**config.mk**
```make
export PLATFORM = sky130hd
export DESIGN_NAME = uart_tx_arbiter
export DESIGN_NICKNAME = d
export VERILOG_FILES = /design/src/rtl/uart_pkg.sv /design/src/rtl/uart_baud_gen.sv /design/src/rtl/uart_tx_arbiter.sv
export SDC_FILE = /design/constraint.sdc
export NUM_CORES = 1
export LEC_CHECK = 0
export ABC_CLOCK_PERIOD_IN_PS = 1570
export CORE_MARGIN = 4
export CORE_UTILIZATION = 39
export CTS_CLUSTER_DIAMETER = 150
export DETAILED_ROUTE_END_ITERATION = 12
export HOLD_SLACK_MARGIN = 0.12
export PLACE_DENSITY_LB_ADDON = 0.05
export SYNTH_ARGS = -nofsm -noshare
export SYNTH_HDL_FRONTEND = slang
export SYNTH_SLANG_ARGS = --single-unit
```
**constraint.sdc**
```tcl
create_clock -name clk -period 1.57 [get_ports clk]
set_input_delay 0.314 -clock clk [delete_from_list [all_inputs] [get_ports clk]]
set_output_delay 0.314 -clock clk [all_outputs]
set_load 0.03 [all_outputs]
```
**src/rtl/uart_pkg.sv**
```systemverilog
// -----------------------------------------------------------------------------
// uart_pkg
// Shared definitions for the UART transmit-side blocks: parity mode encodings,
// arbiter state encodings and the default baud divider.
// No ports (package).
// -----------------------------------------------------------------------------
package uart_pkg;

    // Parity mode encodings as understood by UART_TX (passed through untouched).
    localparam logic [1:0] PAR_NONE = 2'b00;
    localparam logic [1:0] PAR_ODD  = 2'b01;
    localparam logic [1:0] PAR_EVEN = 2'b10;

    // Arbiter control states.
    typedef enum logic [1:0] {
        ST_IDLE     = 2'd0,
        ST_LOAD     = 2'd1,
        ST_WAIT_ACK = 2'd2
    } state_t;

    // clk cycles per 16x-oversampling tick.
    localparam int DEFAULT_BAUD_DIV = 16;

endpackage : uart_pkg

```
**src/rtl/uart_baud_gen.sv**
```systemverilog
// -----------------------------------------------------------------------------
// uart_baud_gen
// Free-running baud tick generator. A counter runs 0..BAUD_DIV-1 and wraps;
// b_tick is high for the single cycle in which the counter sits at its top
// value. Shared between the UART transmit and receive paths.
//
// Ports:
//   clk       in   system clock
//   a_resetn  in   asynchronous active-low reset (counter -> 0)
//   b_tick    out  one-cycle pulse every BAUD_DIV clocks
// -----------------------------------------------------------------------------
module uart_baud_gen
    import uart_pkg::*;
#(
    parameter int BAUD_DIV = DEFAULT_BAUD_DIV
) (
    input  logic clk,
    input  logic a_resetn,
    output logic b_tick
);

    localparam int             CW   = $clog2(BAUD_DIV);
    localparam logic [CW-1:0]  LAST = CW'(BAUD_DIV - 1);

    logic [CW-1:0] cnt_reg;

    always_ff @(posedge clk or negedge a_resetn) begin
        if (!a_resetn) begin
            cnt_reg <= '0;
        end else if (cnt_reg == LAST) begin
            cnt_reg <= '0;
        end else begin
            cnt_reg <= cnt_reg + 1'b1;
        end
    end

    // Decoded from the counter so the pulse is 0 while in reset and the first
    // tick is seen by consumers on the BAUD_DIV-th edge after release.
    assign b_tick = (cnt_reg == LAST);

endmodule : uart_baud_gen

```
**src/rtl/uart_tx_arbiter.sv**
```systemverilog
// -----------------------------------------------------------------------------
// uart_tx_arbiter
// Shares one UART_TX among NUM_REQ byte-stream requesters with byte-granular
// round-robin arbitration. The winning byte and parity mode are latched and
// presented to UART_TX with tx_start until tx_get_data acknowledges them, or
// until ACK_TIMEOUT baud ticks pass, in which case the byte is dropped and a
// sticky error is raised. Also provides the baud tick UART_TX runs from.
//
// Ports:
//   clk, a_resetn  clock, asynchronous active-low reset
//   enable         1 = new grants allowed (an in-flight byte always completes)
//   req_valid      per-requester byte pending
//   req_data       byte i at [8i+7:8i]
//   req_parity     parity mode i at [2i+1:2i]
//   req_ready      one-cycle pulse: byte i accepted
//   b_tick         baud tick to UART_TX
//   tx_start       request to UART_TX
//   d_in, parity   latched byte / parity mode to UART_TX
//   tx_get_data    one-cycle acknowledge from UART_TX
//   busy           arbiter not idle
//   grant_id       index of the last/current grant
//   err_timeout    sticky acknowledge-timeout flag
//   err_clr        clears err_timeout (a simultaneous timeout wins)
// -----------------------------------------------------------------------------
module uart_tx_arbiter
    import uart_pkg::*;
#(
    parameter int NUM_REQ     = 4,
    parameter int BAUD_DIV    = DEFAULT_BAUD_DIV,
    parameter int ACK_TIMEOUT = 256
) (
    input  logic                       clk,
    input  logic                       a_resetn,
    input  logic                       enable,
    input  logic [NUM_REQ-1:0]         req_valid,
    input  logic [8*NUM_REQ-1:0]       req_data,
    input  logic [2*NUM_REQ-1:0]       req_parity,
    output logic [NUM_REQ-1:0]         req_ready,
    output logic                       b_tick,
    output logic                       tx_start,
    output logic [7:0]                 d_in,
    output logic [1:0]                 parity,
    input  logic                       tx_get_data,
    output logic                       busy,
    output logic [$clog2(NUM_REQ)-1:0] grant_id,
    output logic                       err_timeout,
    input  logic                       err_clr
);

    localparam int            IW       = $clog2(NUM_REQ);
    localparam int            TW       = (ACK_TIMEOUT > 1) ? $clog2(ACK_TIMEOUT) : 1;
    localparam logic [TW-1:0] TMO_LAST = TW'(ACK_TIMEOUT - 1);

    state_t            state_reg, state_next;
    logic [IW-1:0]     rr_ptr_reg, rr_ptr_next;
    logic [IW-1:0]     grant_id_reg, grant_id_next;
    logic [NUM_REQ-1:0] req_ready_reg, req_ready_next;
    logic              tx_start_reg, tx_start_next;
    logic [7:0]        d_in_reg, d_in_next;
    logic [1:0]        parity_reg, parity_next;
    logic              err_timeout_reg, err_timeout_next;
    logic [TW-1:0]     tmo_cnt_reg, tmo_cnt_next;
    logic              set_err;

    logic [7:0]        data_arr [NUM_REQ];
    logic [1:0]        par_arr  [NUM_REQ];

    logic              found;
    logic [IW-1:0]     pick;
    logic [IW-1:0]     cand;

    // ------------------------------------------------------------------
    // Baud tick
    // ------------------------------------------------------------------
    uart_baud_gen #(
        .BAUD_DIV (BAUD_DIV)
    ) u_baud_gen (
        .clk      (clk),
        .a_resetn (a_resetn),
        .b_tick   (b_tick)
    );

    // ------------------------------------------------------------------
    // Split the flat request buses into per-requester lanes
    // ------------------------------------------------------------------
    genvar gi;
    generate
        for (gi = 0; gi < NUM_REQ; gi++) begin : g_lane
            assign data_arr[gi] = req_data[8*gi +: 8];
            assign par_arr[gi]  = req_parity[2*gi +: 2];
        end
    endgenerate

    // ------------------------------------------------------------------
    // Round-robin pick: first valid requester at or after rr_ptr, wrapping.
    // The modulo keeps the scan correct for non-power-of-two NUM_REQ.
    // ------------------------------------------------------------------
    always_comb begin
        found = 1'b0;
        pick  = '0;
        cand  = '0;
        for (int off = 0; off < NUM_REQ; off++) begin
            cand = IW'((int'(rr_ptr_reg) + off) % NUM_REQ);
            if (!found && req_valid[cand]) begin
                found = 1'b1;
                pick  = cand;
            end
        end
    end

    // ------------------------------------------------------------------
    // FSM: state register
    // ------------------------------------------------------------------
    always_ff @(posedge clk or negedge a_resetn) begin
        if (!a_resetn) begin
            state_reg <= ST_IDLE;
        end else begin
            state_reg <= state_next;
        end
    end

    // ------------------------------------------------------------------
    // FSM: next state and registered-output next values
    // ------------------------------------------------------------------
    always_comb begin
        state_next     = state_reg;
        rr_ptr_next    = rr_ptr_reg;
        grant_id_next  = grant_id_reg;
        req_ready_next = '0;
        tx_start_next  = tx_start_reg;
        d_in_next      = d_in_reg;
        parity_next    = parity_reg;
        tmo_cnt_next   = tmo_cnt_reg;
        set_err        = 1'b0;

        unique case (state_reg)
            ST_IDLE: begin
                if (enable && found) begin
                    d_in_next         = data_arr[pick];
                    parity_next       = par_arr[pick];
                    grant_id_next     = pick;
                    req_ready_next[pick] = 1'b1;
                    rr_ptr_next       = IW'((int'(pick) + 1) % NUM_REQ);
                    state_next        = ST_LOAD;
                end
            end

            ST_LOAD: begin
                tx_start_next = 1'b1;
                tmo_cnt_next  = '0;
                state_next    = ST_WAIT_ACK;
            end

            ST_WAIT_ACK: begin
                // Acknowledge has priority over a coincident timeout tick.
                if (tx_get_data) begin
                    tx_start_next = 1'b0;
                    state_next    = ST_IDLE;
                end else if (b_tick) begin
                    if (tmo_cnt_reg == TMO_LAST) begin
                        tx_start_next = 1'b0;
                        set_err       = 1'b1;
                        state_next    = ST_IDLE;
                    end else begin
                        tmo_cnt_next = tmo_cnt_reg + 1'b1;
                    end
                end
            end

            default: begin
                tx_start_next = 1'b0;
                state_next    = ST_IDLE;
            end
        endcase

        // Set beats clear.
        if (set_err) begin
            err_timeout_next = 1'b1;
        end else if (err_clr) begin
            err_timeout_next = 1'b0;
        end else begin
            err_timeout_next = err_timeout_reg;
        end
    end

    // ------------------------------------------------------------------
    // Datapath / output registers
    // ------------------------------------------------------------------
    always_ff @(posedge clk or negedge a_resetn) begin
        if (!a_resetn) begin
            rr_ptr_reg      <= '0;
            grant_id_reg    <= '0;
            req_ready_reg   <= '0;
            tx_start_reg    <= 1'b0;
            d_in_reg        <= '0;
            parity_reg      <= PAR_NONE;
            err_timeout_reg <= 1'b0;
            tmo_cnt_reg     <= '0;
        end else begin
            rr_ptr_reg      <= rr_ptr_next;
            grant_id_reg    <= grant_id_next;
            req_ready_reg   <= req_ready_next;
            tx_start_reg    <= tx_start_next;
            d_in_reg        <= d_in_next;
            parity_reg      <= parity_next;
            err_timeout_reg <= err_timeout_next;
            tmo_cnt_reg     <= tmo_cnt_next;
        end
    end

    assign req_ready   = req_ready_reg;
    assign tx_start    = tx_start_reg;
    assign d_in        = d_in_reg;
    assign parity      = parity_reg;
    assign grant_id    = grant_id_reg;
    assign err_timeout = err_timeout_reg;
    assign busy        = (state_reg != ST_IDLE);

endmodule : uart_tx_arbiter
```
# Word-level counts from Yosys, hierarchy flattened
# Cells that the tools add are included.
dict set report word_totals {
  ram_bits 0
  regBits 34
  mem_count 0
  latch_bits 0
  input_bits 49
  output_inout_bits 20
  mem_bits_ro 0
}
dict set report op_classes {
  shift 0
  n_div 0
  magnitude_cmp 7
  add_sub_neg 6
  bitwise 2
  n_reduce_logical 16
  n_eq_ne 10
  mul 0
  n_mux 46
}
# operator n
set op_table {}
lappend op_table {{two-way mux 8 bit} 5}
lappend op_table {{two-way mux 2 bit} 10}
lappend op_table {{two-way mux 1 bit} 18}
lappend op_table {{binary-select mux 8 bit (select 2 bit)} 1}
lappend op_table {{one-hot mux 8 bit (2 select lines)} 1}
lappend op_table {{< comparator 2 x 3 -> 1 bit, second input constant} 5}
lappend op_table {{two-way mux 4 bit} 3}
lappend op_table {{adder 8 x 1 -> 8 bit, second input constant} 1}
lappend op_table {{binary-select mux 1 bit (select 2 bit)} 4}
lappend op_table {{== test 8 bit, second input constant} 1}
lappend op_table {{inequality test 2 bit, second input constant} 4}
lappend op_table {{inequality test 3 bit, second input constant} 2}
lappend op_table {{one-hot mux 2 bit (3 select lines)} 1}
lappend op_table {{AND reduction 3 bit} 2}
lappend op_table {{nonzero test 2 bit} 3}
lappend op_table {{logical AND 1 bit} 5}
lappend op_table {{adder 2 x 1 -> 2 bit, second input constant} 2}
lappend op_table {{adder 2 bit, second input constant} 2}
lappend op_table {{adder 4 x 1 -> 4 bit, second input constant} 1}
lappend op_table {{binary-select mux 2 bit (select 2 bit)} 1}
lappend op_table {{== test 4 bit, second input constant} 1}
lappend op_table {{AND reduction 4 bit} 1}
lappend op_table {{>= comparator 3 bit, second input constant} 1}
lappend op_table {{zero test 1 bit} 3}
lappend op_table {{9 further kinds} 9}

# Longest topological paths before layout
dict set report depth {
  word_depth 18
  ltp_mapped 8
  mapped_depth_nobuf 6
}

# By module
# Synthesis repeated with hierarchy kept, for this count alone.
dict set report hier_totals {
  hier_cells 194
  hier_area_um2 1971.9
}
# mod seq_area_each_um2 area_each_um2 cells_per_inst instances
set modules_own_cells {}
lappend modules_own_cells {uart_tx_arbiter 750.7 1803.0 181 1}
lappend modules_own_cells {uart_baud_gen 100.1 168.9 13 1}

# Worst setup path before layout
# Ideal clock, no wire load.
dict set report synth_timing {
  kind {reg2reg}
  startpoint {register u_baud_gen.cnt_reg[0]}
  endpoint {register tmo_cnt_reg[7]}
  required_time_ps 1438
  slack_ps -170
  setup_time_ps 132
  path_buffers 2
  period_less_slack_ps 1740
  stages_incl_launch_ff 9
  arrival_time_ps 1608
  cell_sequence {dfrtp_1 -> ha_1 -> and3_1 -> buf_4 -> o211ai_2 -> buf_2 -> nor4_1 -> xnor2_1 -> nor2_1}
}
dict set report synth_via {
  elab_chain_cells 3
}
# item line_no
set synth_lines {}
lappend synth_lines {{start, declared} uart_baud_gen.sv:25} ;# logic [CW-1:0] cnt_reg;
lappend synth_lines {{start signal, assigned} uart_baud_gen.sv:33} ;# cnt_reg <= cnt_reg + 1'b1;
lappend synth_lines {{== test 4 bit} uart_baud_gen.sv:39} ;# assign b_tick = (cnt_reg == LAST);
lappend synth_lines {{named net b_tick} uart_tx_arbiter.sv:39} ;# output logic b_tick,
lappend synth_lines {{inequality test 2 bit (no source line)} -}
lappend synth_lines {{AND reduction 4 bit (no source line)} -}
lappend synth_lines {{end signal, assigned} uart_tx_arbiter.sv:207} ;# tmo_cnt_reg <= tmo_cnt_next;
lappend synth_lines {{end, declared} uart_tx_arbiter.sv:62} ;# logic [TW-1:0] tmo_cnt_reg, tmo_cnt_next;
# The timed path passes the listed nets, and every way through them passes these cells.
# A chain may end at the register's enable or synchronous reset.

# Final worst setup path
dict set report layout_timing {
  startpoint {register rr_ptr_reg[1]}
  endpoint {register d_in_reg[4] (netlist: d_in[4])}
}
dict set report layout_via {
  elab_chain_cells 16
  word_cells_on_any_way 31
}
# item line_no
set layout_lines {}
lappend layout_lines {{start, declared} uart_tx_arbiter.sv:55} ;# logic [IW-1:0] rr_ptr_reg, rr_ptr_next;
lappend layout_lines {{start signal, assigned} uart_tx_arbiter.sv:200} ;# rr_ptr_reg <= rr_ptr_next;
lappend layout_lines {{branches (longest 16 deep; another with adder 2 x 1 -> 2 bit)} -}
lappend layout_lines {{end signal, assigned} uart_tx_arbiter.sv:204} ;# d_in_reg <= d_in_next;
lappend layout_lines {{end, declared} uart_tx_arbiter.sv:59} ;# logic [7:0] d_in_reg, d_in_next;
# Parallel ways; which one is timed is not known. The select of a mux whose other input is x is not followed.

==> flow_metrics.py <==
metrics = {
    "layout": {
        "area_growth_pct": 77.40,
        "multi_input_area_mm2": 0.001090,
        "seqCellArea_um2": 850.8,
        "drive_gt1_share_pct": 35.06,
        "stdcell_area_mm2": 0.003192,
        "final_cells": 323,
        "fillers": 308,
        "num_antenna_cells": 0,
        "layout_common_cells": "clkdlybuf4s50_1, dfrtp_1, dlygate4sd2_1, buf_4, nand2_1",
        "nNetsFinal": 323,
        "final_common_cell": "clkdlybuf4s50_1",
    },
    "synthesis": {
        "syn_area_mm2": 0.001799,
        "synth_seq_area_share_pct": 47.29,
        "synth_compound_area_share_pct": 15.44,
        "synth-seq-cells": 34,
        "synthSimpleGateAreaFrac_pct": 15.92,
        "synth_fa_ha_area_share_pct": 1.391,
        "synthMuxAreaShare_pct": 11.68,
        "syn-instance-count": 168,
        "yosys.area.top_type": "dfrtp_1",
        "ys.flop_type": "dfrtp_1",
        "synthArstFlopShare_pct": 100.0,
        "syn_avg_cell_area_um2": 10.71,
        "synth_top_family_by_area": "simple AND/OR/NAND/NOR gates",
        "synth_edf_count": 0,
        "synth_xor_area_share_pct": 2.921,
        "synth_top_area_share_pct": 47.29,
        "ys_warn_count": 0,
        "synthTopCellsByArea": "dfrtp_1, mux2i_1, o221ai_2",
        "synth.distinct_cells": 36,
        "synth_nets": 219,
    },
    "placement": {
        "dp.cells": 307,
        "dpl-instance-area_mm2": 0.002749,
        "hpwl_um": 3564,
        "gp_congestion": 0.8005,
        "port_buffers": 68,
    },
    "die": {
        "die_area_mm2": 0.005764,
        "core_region_area_mm2": 0.004414,
        "std_cell_rows": 24,
        "die_w_um": 75.92,
        "die_y_um": 75.92,
        "start_util_pct": 40.76,
        "io-pin-count": 69,
    },
    "sta": {
        "min_period_ns": 1.701,
        "finalSetupViolCount": 16,
        "period_share_pct": 108.3,
        "fin_skew_ns": 0.006634,
        "finalSetupTns_ns": -1.362,
        "max_freq_mhz": 588.0,
        "hold_viol_final": 0,
        "rsz0062_at_grt": "true",
        "slew_viol_final": 0,
        "worst_slew_pin_slew_ns": 0.4035,
        "slew_headroom_pct": 73.05,
        "setup_ws_ns": -0.1308,
    },
    "worst_hold_path": {
        "worstHoldPathType": "input port to async pin",
    },
    "clock_tree": {
        "hold_buffers": 0,
        "htree_levels": 2,
        "cts_made_buffers": 5,
        "clk_pin_slew_ns": 0.07,
        "clkLatencyLatePin_ns": 0.28,
        "root_buffer": "clkbuf_8",
        "cts_tree": "done",
        "clock-sinks": 34,
        "clock_path_buffers": 2,
    },
    "power": {
        "powerDensity_mw_per_mm2": 1368,
        "power.total_uw": 4367,
        "ir_drop_mv": 0.7958,
        "p_leak_uw": 0.001407,
    },
    "worst_setup_path": {
        "slowest_delay_ns": 0.44,
        "cp_max_fo": 6,
        "endpoint_kind": "flop",
        "r2r_slack_ns": -0.13,
        "cp_data_arrival_time_ns": 1.86,
        "path_cells": "mux2i_1 > nor2_2 > nor3_4 > buf_4 > clkbuf_16 > mux2i_4 > o221ai_2",
        "reg2reg_depth": 7,
        "r2r_end": "d_in[4]$_DFFE_PN0P_",
        "rr_startpoint": "rr_ptr_reg[1]$_DFFE_PN0P_",
        "worstSetupPathType": "flop to flop",
        "crit_family": "multiplexers",
        "cp_slowest_cell": "dfrtp_1",
        "crit_required_ns": 1.73,
        "cp-start-kind": "flop",
        "cp_num_buf_inv": 2,
    },
    "drt": {
        "vias_per_cell": 5.176,
        "drt-pass1-iter-count": 6,
        "drtIter0Drc": 49,
        "postRouteWirelength_um": 5188,
        "vias": 1672,
        "drc": 0,
        "drtAntennaViolNets": 0,
        "wl_per_cell_um": 16.06,
    },
    "global_route": {
        "overflow": 0,
        "grt_pass1_wl_um": 8107,
        "grt_max_degree": 35,
        "grt_usage_pct": 17.06,
        "antenna_found_initial": 0,
        "first_global_vias": 1751,
    },
    "status": {
        "violations": "setup timing",
        "outcome": "finished, violations left",
    },
    "flow_run": {
        "maxCapViolCount": 0,
    },
}
-- how the worst max path moves through the flow --
| stage | endpoint | depth (start not counted) | startpoint |
|---|---|---|---|
| after CTS | d_in[1]$_DFFE_PN0P_ | 7 | rr_ptr_reg[1]$_DFFE_PN0P_ |
| after detailed placement | d_in[1]$_DFFE_PN0P_ | 7 | req_valid[1] |
| final | d_in[4]$_DFFE_PN0P_ | 7 | rr_ptr_reg[1]$_DFFE_PN0P_ |
| after floorplan | d_in[0]$_DFFE_PN0P_ | 6 | rr_ptr_reg[1]$_DFFE_PN0P_ |
| after global routing | d_in[7]$_DFFE_PN0P_ | 7 | rr_ptr_reg[1]$_DFFE_PN0P_ |
| after global placement | d_in[4]$_DFFE_PN0P_ | 7 | req_valid[0] |
-- logic make-up after synthesis --
logic type,Yosys count
AO/OA/AOI/OAI,31
XOR/XNOR,6
adder cells (fa/ha/maj),2
buffers and inverters,17
flip-flops,34
multiplexers,21
AND/OR/NAND/NOR,57
-- cell type report --
class                      count  area share (%)
clock buffer                   6           2.587
multi-input combinational    117           34.14
sequential                    34           26.66
tap                           52           2.038
inverter                      10           1.176
timing repair buffer         104           33.40
-- layer usage --
metal	vias up	track usage (%)	part of all wire (%)
met4	0	5.516	0.62
met3	4	5.095	5.3
met2	48	29.45	53
li1	807	-	-
met1	813	20.06	41
met5	-	0	0
-- through the flow --
stage	hold WS, ns	util (%)	setup WS, ns
finish	0.4065	72.31	-0.1308
global route	0.4268	72.31	-0.2610
CTS	0.4120	66.70	-0.1135
detailed placement	0.4715	62.27	-0.4666
global placement	0.4602	62.27	-0.3850
floorplan	0.01841	-	-0.1247
-- report_power, final --
part	internal [µW]	leakage [µW]	total, µW	switching, µW
Sequential	1110	0.000441	1250	143
Combinational	1230	0.000922	2490	1260
Clock	338	0.0000431	632	294
Total	2670	0.00141	4370	1690
-- timing repair --
action / in CTS / in global routing
endpoints found under the setup margin: 40 / 26
setup buffers: 6 / 2
resized for setup: 42 / 40
pin swaps: 3 / 9
hold endpoints to repair: 0 / 0
cloned: 1 / 3
-- worst register-to-register path, delay by kind of cell (launching register included) --
| family | cells | cell delay, ns |
|---|---|---|
| buffers and inverters | 2 | 0.32 |
| multiplexers | 2 | 0.47 |
| AO/OA/AOI/OAI | 1 | 0.11 |
| AND/OR/NAND/NOR | 2 | 0.23 |
| flip-flops | 1 | 0.44 |
-- cell usage after synthesis, types with 2 or more instances --
cell and count:
or3_1 2, buf_2 2, a21oi_1 6, dfrtp_1 34, xnor2_1 4, nor4_1 3
inv_1 9, nand3_1 6, mux2i_1 21, and3_1 2, o21ai_0 8, xor2_1 2
o221ai_2 10, buf_4 3, ha_1 2, nand2_1 21, nor2_1 13, o22ai_1 2
Note: power is estimated with default switching activity, not from simulation.
